`src/rtl/seven_seg_pkg.sv`:
```
// Shared types and constants for the multiplexed seven-segment scan controller.
package seven_seg_pkg;

  typedef enum logic {
    GUARD = 1'b0,
    DRIVE = 1'b1
  } scan_state_t;

  localparam logic [3:0] BCD_MAX      = 4'd9;
  localparam logic [3:0] BLANK_NIBBLE = 4'd0;

endpackage

```
`src/rtl/scan_tick_gen.sv`:
```
// Cycle counter for the scan FSM; flags the last cycle of a DRIVE or GUARD interval.
module scan_tick_gen #(
  parameter int unsigned REFRESH_DIV  = 50000,
  parameter int unsigned GUARD_CYCLES = 500
) (
  input  logic clk,
  input  logic reset,
  input  logic clear,
  output logic drive_done,
  output logic guard_done
);

  localparam int unsigned MaxCnt = (REFRESH_DIV > GUARD_CYCLES) ? REFRESH_DIV : GUARD_CYCLES;
  localparam int unsigned CntW   = $clog2(MaxCnt + 1);
  localparam logic [CntW-1:0] DriveLast = CntW'(REFRESH_DIV - 1);
  localparam logic [CntW-1:0] GuardLast = CntW'(GUARD_CYCLES - 1);

  logic [CntW-1:0] count;

  always_ff @(posedge clk) begin
    if (reset || clear) begin
      count <= '0;
    end else begin
      count <= count + 1'b1;
    end
  end

  assign drive_done = (count == DriveLast);
  assign guard_done = (count == GuardLast);

endmodule

```
`src/rtl/seven_seg_scan_ctrl.sv`:
```
// Scans NUM_DIGITS common-anode digits through one shared decoder, with guard gaps
// between digits and tear-free display updates committed at frame boundaries.
module seven_seg_scan_ctrl
  import seven_seg_pkg::*;
#(
  parameter int unsigned NUM_DIGITS   = 4,
  parameter int unsigned REFRESH_DIV  = 50000,
  parameter int unsigned GUARD_CYCLES = 500
) (
  input  logic                    clk,
  input  logic                    reset,
  input  logic                    load,
  input  logic [4*NUM_DIGITS-1:0] bcd_in,
  input  logic                    lz_suppress,
  output logic [0:3]              dec,
  output logic [NUM_DIGITS-1:0]   digit_en_n,
  output logic                    load_ack,
  output logic                    frame_start
);

  localparam int unsigned IdxW = (NUM_DIGITS > 1) ? $clog2(NUM_DIGITS) : 1;
  localparam logic [IdxW-1:0] LastIdx = IdxW'(NUM_DIGITS - 1);

  scan_state_t             state_q, state_d;
  logic [IdxW-1:0]         idx_q, idx_d;
  logic [4*NUM_DIGITS-1:0] active_q, active_d;
  logic [4*NUM_DIGITS-1:0] pending_q, pending_d;
  logic                    pending_valid_q, pending_valid_d;
  logic [3:0]              dec_q, dec_d;
  logic [NUM_DIGITS-1:0]   en_n_q, en_n_d;
  logic                    ack_q, ack_d;
  logic                    fs_q, fs_d;

  logic drive_done, guard_done, leave_state, wrap;
  logic [3:0] nib;

  // A digit is blanked if undecodable, or if it and every higher digit are zero.
  function automatic logic digit_blank(input logic [4*NUM_DIGITS-1:0] val, input int i,
                                       input logic lz);
    logic upper_zero;
    upper_zero = 1'b1;
    for (int k = 0; k < NUM_DIGITS; k++) begin
      if (k >= i && val[4*k +: 4] != 4'd0) upper_zero = 1'b0;
    end
    return (val[4*i +: 4] > BCD_MAX) || (lz && i != 0 && upper_zero);
  endfunction

  scan_tick_gen #(
    .REFRESH_DIV (REFRESH_DIV),
    .GUARD_CYCLES(GUARD_CYCLES)
  ) u_tick (
    .clk       (clk),
    .reset     (reset),
    .clear     (leave_state),
    .drive_done(drive_done),
    .guard_done(guard_done)
  );

  assign leave_state = (state_q == DRIVE) ? drive_done : guard_done;
  assign wrap        = (state_q == GUARD) && guard_done && (idx_q == LastIdx);

  always_comb begin
    state_d         = state_q;
    idx_d           = idx_q;
    active_d        = active_q;
    pending_d       = pending_q;
    pending_valid_d = pending_valid_q;
    ack_d           = 1'b0;
    fs_d            = 1'b0;

    if (leave_state) begin
      if (state_q == DRIVE) begin
        state_d = GUARD;
      end else begin
        state_d = DRIVE;
        idx_d   = wrap ? '0 : idx_q + 1'b1;
      end
    end

    if (wrap) begin
      fs_d = 1'b1;
      if (pending_valid_q) begin
        active_d        = pending_q;
        pending_valid_d = 1'b0;
        ack_d           = 1'b1;
      end
    end

    // A load on the commit edge becomes the next pending value.
    if (load) begin
      pending_d       = bcd_in;
      pending_valid_d = 1'b1;
    end

    nib    = active_d[4*int'(idx_d) +: 4];
    dec_d  = BLANK_NIBBLE;
    en_n_d = '1;
    if (state_d == DRIVE && !digit_blank(active_d, int'(idx_d), lz_suppress)) begin
      dec_d              = nib;
      en_n_d[int'(idx_d)] = 1'b0;
    end
  end

  always_ff @(posedge clk) begin
    if (reset) begin
      state_q         <= GUARD;
      idx_q           <= LastIdx;
      active_q        <= '0;
      pending_q       <= '0;
      pending_valid_q <= 1'b0;
      dec_q           <= BLANK_NIBBLE;
      en_n_q          <= '1;
      ack_q           <= 1'b0;
      fs_q            <= 1'b0;
    end else begin
      state_q         <= state_d;
      idx_q           <= idx_d;
      active_q        <= active_d;
      pending_q       <= pending_d;
      pending_valid_q <= pending_valid_d;
      dec_q           <= dec_d;
      en_n_q          <= en_n_d;
      ack_q           <= ack_d;
      fs_q            <= fs_d;
    end
  end

  assign dec         = dec_q;
  assign digit_en_n  = en_n_q;
  assign load_ack    = ack_q;
  assign frame_start = fs_q;

endmodule

```
`config.mk`:
```
export PLATFORM = sky130hd
export DESIGN_NAME = seven_seg_scan_ctrl
export DESIGN_NICKNAME = d
export VERILOG_FILES = /design/src/rtl/seven_seg_pkg.sv /design/src/rtl/scan_tick_gen.sv /design/src/rtl/seven_seg_scan_ctrl.sv
export SDC_FILE = /design/constraint.sdc
export NUM_CORES = 1
export LEC_CHECK = 0
export ABC_AREA = 1
export BUFFER_PORTS_ARGS = -buffer_cell sky130_fd_sc_hd__buf_2
export CAP_MARGIN = 20
export CORE_MARGIN = 3
export CORE_UTILIZATION = 60
export CTS_CLUSTER_SIZE = 40
export DETAILED_ROUTE_END_ITERATION = 7
export PLACE_DENSITY = 0.82
export SLEW_MARGIN = 20
export SYNTH_ARGS = -nofsm -noshare
export SYNTH_HDL_FRONTEND = slang
export SYNTH_SLANG_ARGS = --single-unit
export TNS_END_PERCENT = 100
```
`constraint.sdc`:
```
create_clock -name clk -period 5.25 [get_ports clk]
set_input_delay 0.2625 -clock clk [delete_from_list [all_inputs] [get_ports clk]]
set_output_delay 0.2625 -clock clk [all_outputs]
set_load 0.01 [all_outputs]
```
**Word level (Yosys, flattened, before mapping)**

Index checks and enable logic that the tools add are counted.

- Register bits: 62
- Output and inout bits: 10
- Logic and storage cells: 64
- Input port bits: 20

- Muxes and demuxes: 18
- Reductions and logical operators: 20
- Add/sub/neg operators: 2
- Shift-type cells: 1
- $lt $le $gt $ge: 6
- Bitwise gates (word level): 4
- Eq/ne operators: 3

Operators by type and width:

| cell | count |
|---|---|
| $mux W16 | 2 |
| $add A16 B1 Y16 const B | 1 |
| $eq A16 B16 Y1 const B | 1 |
| $eq A16 B9 Y1 const B | 1 |
| $reduce_bool A4 Y1 | 4 |
| $shiftx A16 B5 Y4 | 1 |
| $mux W1 | 12 |
| $logic_and A1 B1 Y1 | 9 |
| $mux W2 | 3 |
| $ge A1 B2 Y1 const A | 2 |
| $gt A4 B4 Y1 const B | 1 |
| $not A4 Y4 | 1 |
| $reduce_bool A2 Y1 | 2 |
| $reduce_or A2 Y1 | 2 |
| $lt A2 B3 Y1 const B | 1 |
| $not A1 Y1 | 3 |
| $add A2 B1 Y2 const B | 1 |
| $demux W1 S2 | 1 |
| $eq A2 B2 Y1 const B | 1 |
| $ge A2 B1 Y1 const B | 1 |
| $ge A2 B2 Y1 const A | 1 |
| $logic_or A1 B1 Y1 | 2 |
| $logic_not A1 Y1 | 1 |

**Longest topological paths before layout**

- Depth in word-level cells: 18
- Depth in mapped cells: 17
- Gate-level depth less buffers: 16

**By module**

Synthesis repeated with hierarchy kept, for this count alone.

- Cells, all modules: 421
- Area, all modules: 2917.8 um^2

Modules (own cells, without submodules):

| module | cells an instance | sequential area each (um^2) | times used | area an instance (um^2) |
|---|---|---|---|---|
| seven_seg_scan_ctrl | 294 | 920.9 | 1 | 2055.7 |
| scan_tick_gen | 127 | 320.3 | 1 | 862.1 |

**Worst setup path before layout**

No wires, ideal clock.

- Kind: register to register
- Start point: reg idx_q[0]
- End point: reg dec_q[0] (netlist: dec[3])
- Path buffers: 2
- Data arrival time: 1859 ps
- Setup time: 119 ps
- Cell stages (with the launch flop): 11
- Period minus slack after synthesis: 1978 ps
- Slack: 3272 ps
- Required time: 5131 ps
- Cells stage by stage: dfxtp_1 > ha_1 > clkbuf_1 > clkbuf_1 > nand4_1 > nand2_1 > nand3_1 > o21ai_1 > nand2_1 > nand3_2 > nor2_1

- Longest elaborated chain between the ends: 17
- Elaborated cells between the ends (all ways): 31
- Classes of those cells: add/sub: 1; order compare: 4; eq/ne: 1; shift: 1; mux: 8; bitwise: 1; reduce/logical: 15

RTL lines:

| what | line | RTL |
|---|---|---|
| start, declared | seven_seg_scan_ctrl.sv:25 | `logic [IdxW-1:0] idx_q, idx_d;` |
| start signal, assigned | seven_seg_scan_ctrl.sv:107 | `idx_q <= LastIdx;` |
| start signal, assigned | seven_seg_scan_ctrl.sv:117 | `idx_q <= idx_d;` |
| branches (longest 17 deep; another with $gt A4 B4 Y1) | n/a |  |
| end signal, assigned | seven_seg_scan_ctrl.sv:111 | `dec_q <= BLANK_NIBBLE;` |
| end signal, assigned | seven_seg_scan_ctrl.sv:121 | `dec_q <= dec_d;` |
| end, declared | seven_seg_scan_ctrl.sv:29 | `logic [3:0] dec_q, dec_d;` |

Several ways; the timed one is not identified.
A chain may end at the register's enable or synchronous reset.

**Worst setup path after layout**

Same ends and word-level chain as after synthesis.

==> impl_metrics.py <==
metrics = {
    "critical_path": {
        "critPathArrivalTime_ns": 2.53,
        "end_kind": "register",
        "critical_path_class": "register to register",
        "path_max_fanout": 19,
        "critPathTopFamily": "simple AND/OR/NAND/NOR gates",
        "slowest_stage": "ha_1",
        "crit_chain": "ha_1, nand4_1, nand2_1, nand2_1, nor2_1, nand3_1, nor2_1, nand2_1, nand3_2, nor2_1",
        "slowest_delay_ns": 0.61,
        "critical_path_buf_inv_count": 0,
        "startpoint_type": "register",
        "required_ns": 5.48,
    },
    "clock_tree": {
        "ctsHoldBuffers": 0,
        "insertion_delay_ns": 0.35,
        "clkSinkCount": 62,
        "cts.path.max_buffers": 2,
        "cts_tree": "built",
        "cts_buffers": 9,
        "cts.clk_slew.worst_paths_ns": 0.07,
        "ctsResizeCount": 0,
        "cts_root_buf": "clkbuf_8",
        "ctsHtreeMaxLevel": 3,
        "post_cts.repair.setup_buffers": 0,
    },
    "route": {
        "routed_via_density": 5.30,
        "via_count": 3013,
        "finalWirelength_um": 7030,
        "drc_errors": 0,
        "drt-pass1-iter-count": 5,
        "routedWlPerCell_um": 12.4,
        "final_antenna_net_count": 0,
        "drt_iter0_markers": 215,
    },
    "synthesis": {
        "synth_fa_ha_area_frac": 0.00806,
        "syn-num-nets": 489,
        "avgSynthCellArea_um2": 6.65,
        "synth_commonest_cells": "125 x nand2_1, 80 x nor2_1, 62 x dfxtp_1, 49 x inv_1, 24 x nand3_1",
        "ys_async_sr_fraction": 0,
        "synth.most_common_cell": "nand2_1",
        "synth_xor_area_frac": 0.00846,
        "synth_edf_count": 0,
        "ys_warn_count": 0,
        "synth_mux_area_frac": 0.00322,
        "yosys.area_share.simple": 0.405,
        "ys_ff_latch": 62,
        "syn-instance-count": 467,
        "synthesis.area_um2": 3100,
        "synth_top_flop_cell": "dfxtp_1",
        "synthDistinctLibCells": 33,
        "synth_area_leader_cell": "dfxtp_1",
        "synth-seq-area-share": 0.400,
        "synth-compound-area-share": 0.0903,
        "synth_top_area_share": 0.400,
        "synthTopCellsByArea": "dfxtp_1 40%, nand2_1 15%, nor2_1 9.7%",
        "synth_top_family_by_area": "simple AND/OR/NAND/NOR gates",
    },
    "global_routing": {
        "grt-ovfl-total": 0,
        "antenna_found_initial": 0,
        "grt_pass1_vias": 2686,
        "grt.total_usage": 0.255,
        "grt_max_degree": 26,
        "grt_pass1_wl_um": 12300,
    },
    "power_and_ir_drop": {
        "total_power_mw": 0.946,
        "p_leak_nw": 1.62,
        "cellPowerDensity_nw_per_um2": 271,
        "vdd_drop_max_mv": 0.199,
    },
    "timing": {
        "rsz0062_at_grt": "no",
        "period_share": 0.437,
        "fin_skew_ns": 0.00760,
        "worstMarginPinSlew_ns": 0.658,
        "finalCriticalPeriod_ns": 2.30,
        "fmax_mhz": 435,
        "setup_tns_ns": 0,
        "relSlewSlack": 0.561,
        "drv_slew": 0,
        "setup_viol": 0,
        "hold_viol_final": 0,
    },
    "floorplanning": {
        "die_y_um": 77.9,
        "die_w_um": 77.9,
        "row_count": 25,
        "die-area_um2": 6070,
        "ios": 30,
        "core_um2": 4850,
        "start_util": 0.640,
    },
    "cells_and_area": {
        "register_area_um2": 1240,
        "antenna_cells": 0,
        "multi_input_area_um2": 1600,
        "synthToLayoutAreaGrowth_pct": 12.3,
        "fillers": 417,
        "fin_nets": 518,
        "drive_gt1_frac": 0.154,
    },
    "placement": {
        "port_buffers": 29,
        "gp_congestion": 0.903,
        "dp_hpwl_um": 5300,
    },
    "min_path": {
        "hp-class": "input port to register",
    },
    "status": {
        "status": "complete, no violations",
    },
    "run": {
        "cap_violations": 0,
    },
}
==> final cells by class <==
cell class / instances / share of cell area
sequential: 62 / 0.356
clock inverter: 6 / 0.0176
tap: 67 / 0.0240
multi-input combinational: 337 / 0.458
inverter: 56 / 0.0610
clock buffer: 10 / 0.0395
timing repair buffer: 30 / 0.0438
==> cells in the final DEF, fill, tap and decap left out, types with 7 or more instances in the layout <==
master      n
o21ai_0    21
buf_2      29
nand4_1    20
nand3_1    24
dfxtp_1    62
clkbuf_8   10
inv_1      49
a21oi_1    21
nor2_1     80
nand2_1   125
nand2_2     7
==> per-layer routing <==
metal,wire length [um],vias to the layer above,track usage
met5,0,-,0
met4,86,0,0.0857
met3,562,10,0.0847
met2,3000,108,0.372
met1,3390,1353,0.352
li1,-,1542,-
==> metrics by stage <==
stage	std cells	hold WS, ns	setup WS, ns	util	cell area (um^2)
floorplan	467	0.397	3.27	-	3100
global placement	552	0.429	3.06	0.678	3290
detailed placement	552	0.457	3.00	0.678	3290
CTS	568	0.125	2.95	0.719	3490
global route	568	0.129	2.60	0.719	3490
finish	568	0.133	2.95	0.719	3490
==> path summary, 6_finish.rpt <==
| path | startpoint | to | slack [ns] | cells past startpoint |
|---|---|---|---|---|
| setup / recovery | idx_q[0] | dec[3] | 2.95 | 10 |
| hold / removal | bcd_in[3] | pending_q[3] | 0.13 | 3 |
| hold reg to reg | u_tick.count[0] | u_tick.count[0] | 0.47 | 1 |
| setup reg to reg | idx_q[0] | dec[3] | 2.95 | 10 |
==> worst reg2reg max path: cells and delay by family, from the launching register on <==
family,cells,cell delay [ns]
AND/OR/NAND/NOR,9,1.18
adder cells (fa/ha/maj),1,0.61
flip-flops,1,0.40
==> flip-flops by register name, indices dropped and copies added (netlist names) <==
register         cells
frame_start          1
u_tick.count        16
idx_q                2
pending_q           16
dec                  4
load_ack             1
digit_en_n           4
pending_valid_q      1
active_q            16
state_q              1
==> cells by family after synthesis <==
family	Yosys count
muxes	1
xor gates and xnor gates	3
and+or+nand+nor	280
adders and majority gates	2
buffers and inverters	68
AOI/OAI and AO/OA	51
DFF	62
==> report_power, final <==
group          leakage (nW)  switching, mW  internal [mW]
clock                 0.102          0.186          0.230
sequential            0.505        0.00911          0.481
combinational          1.02         0.0253         0.0145
Power figures use the tool's default switching activity.
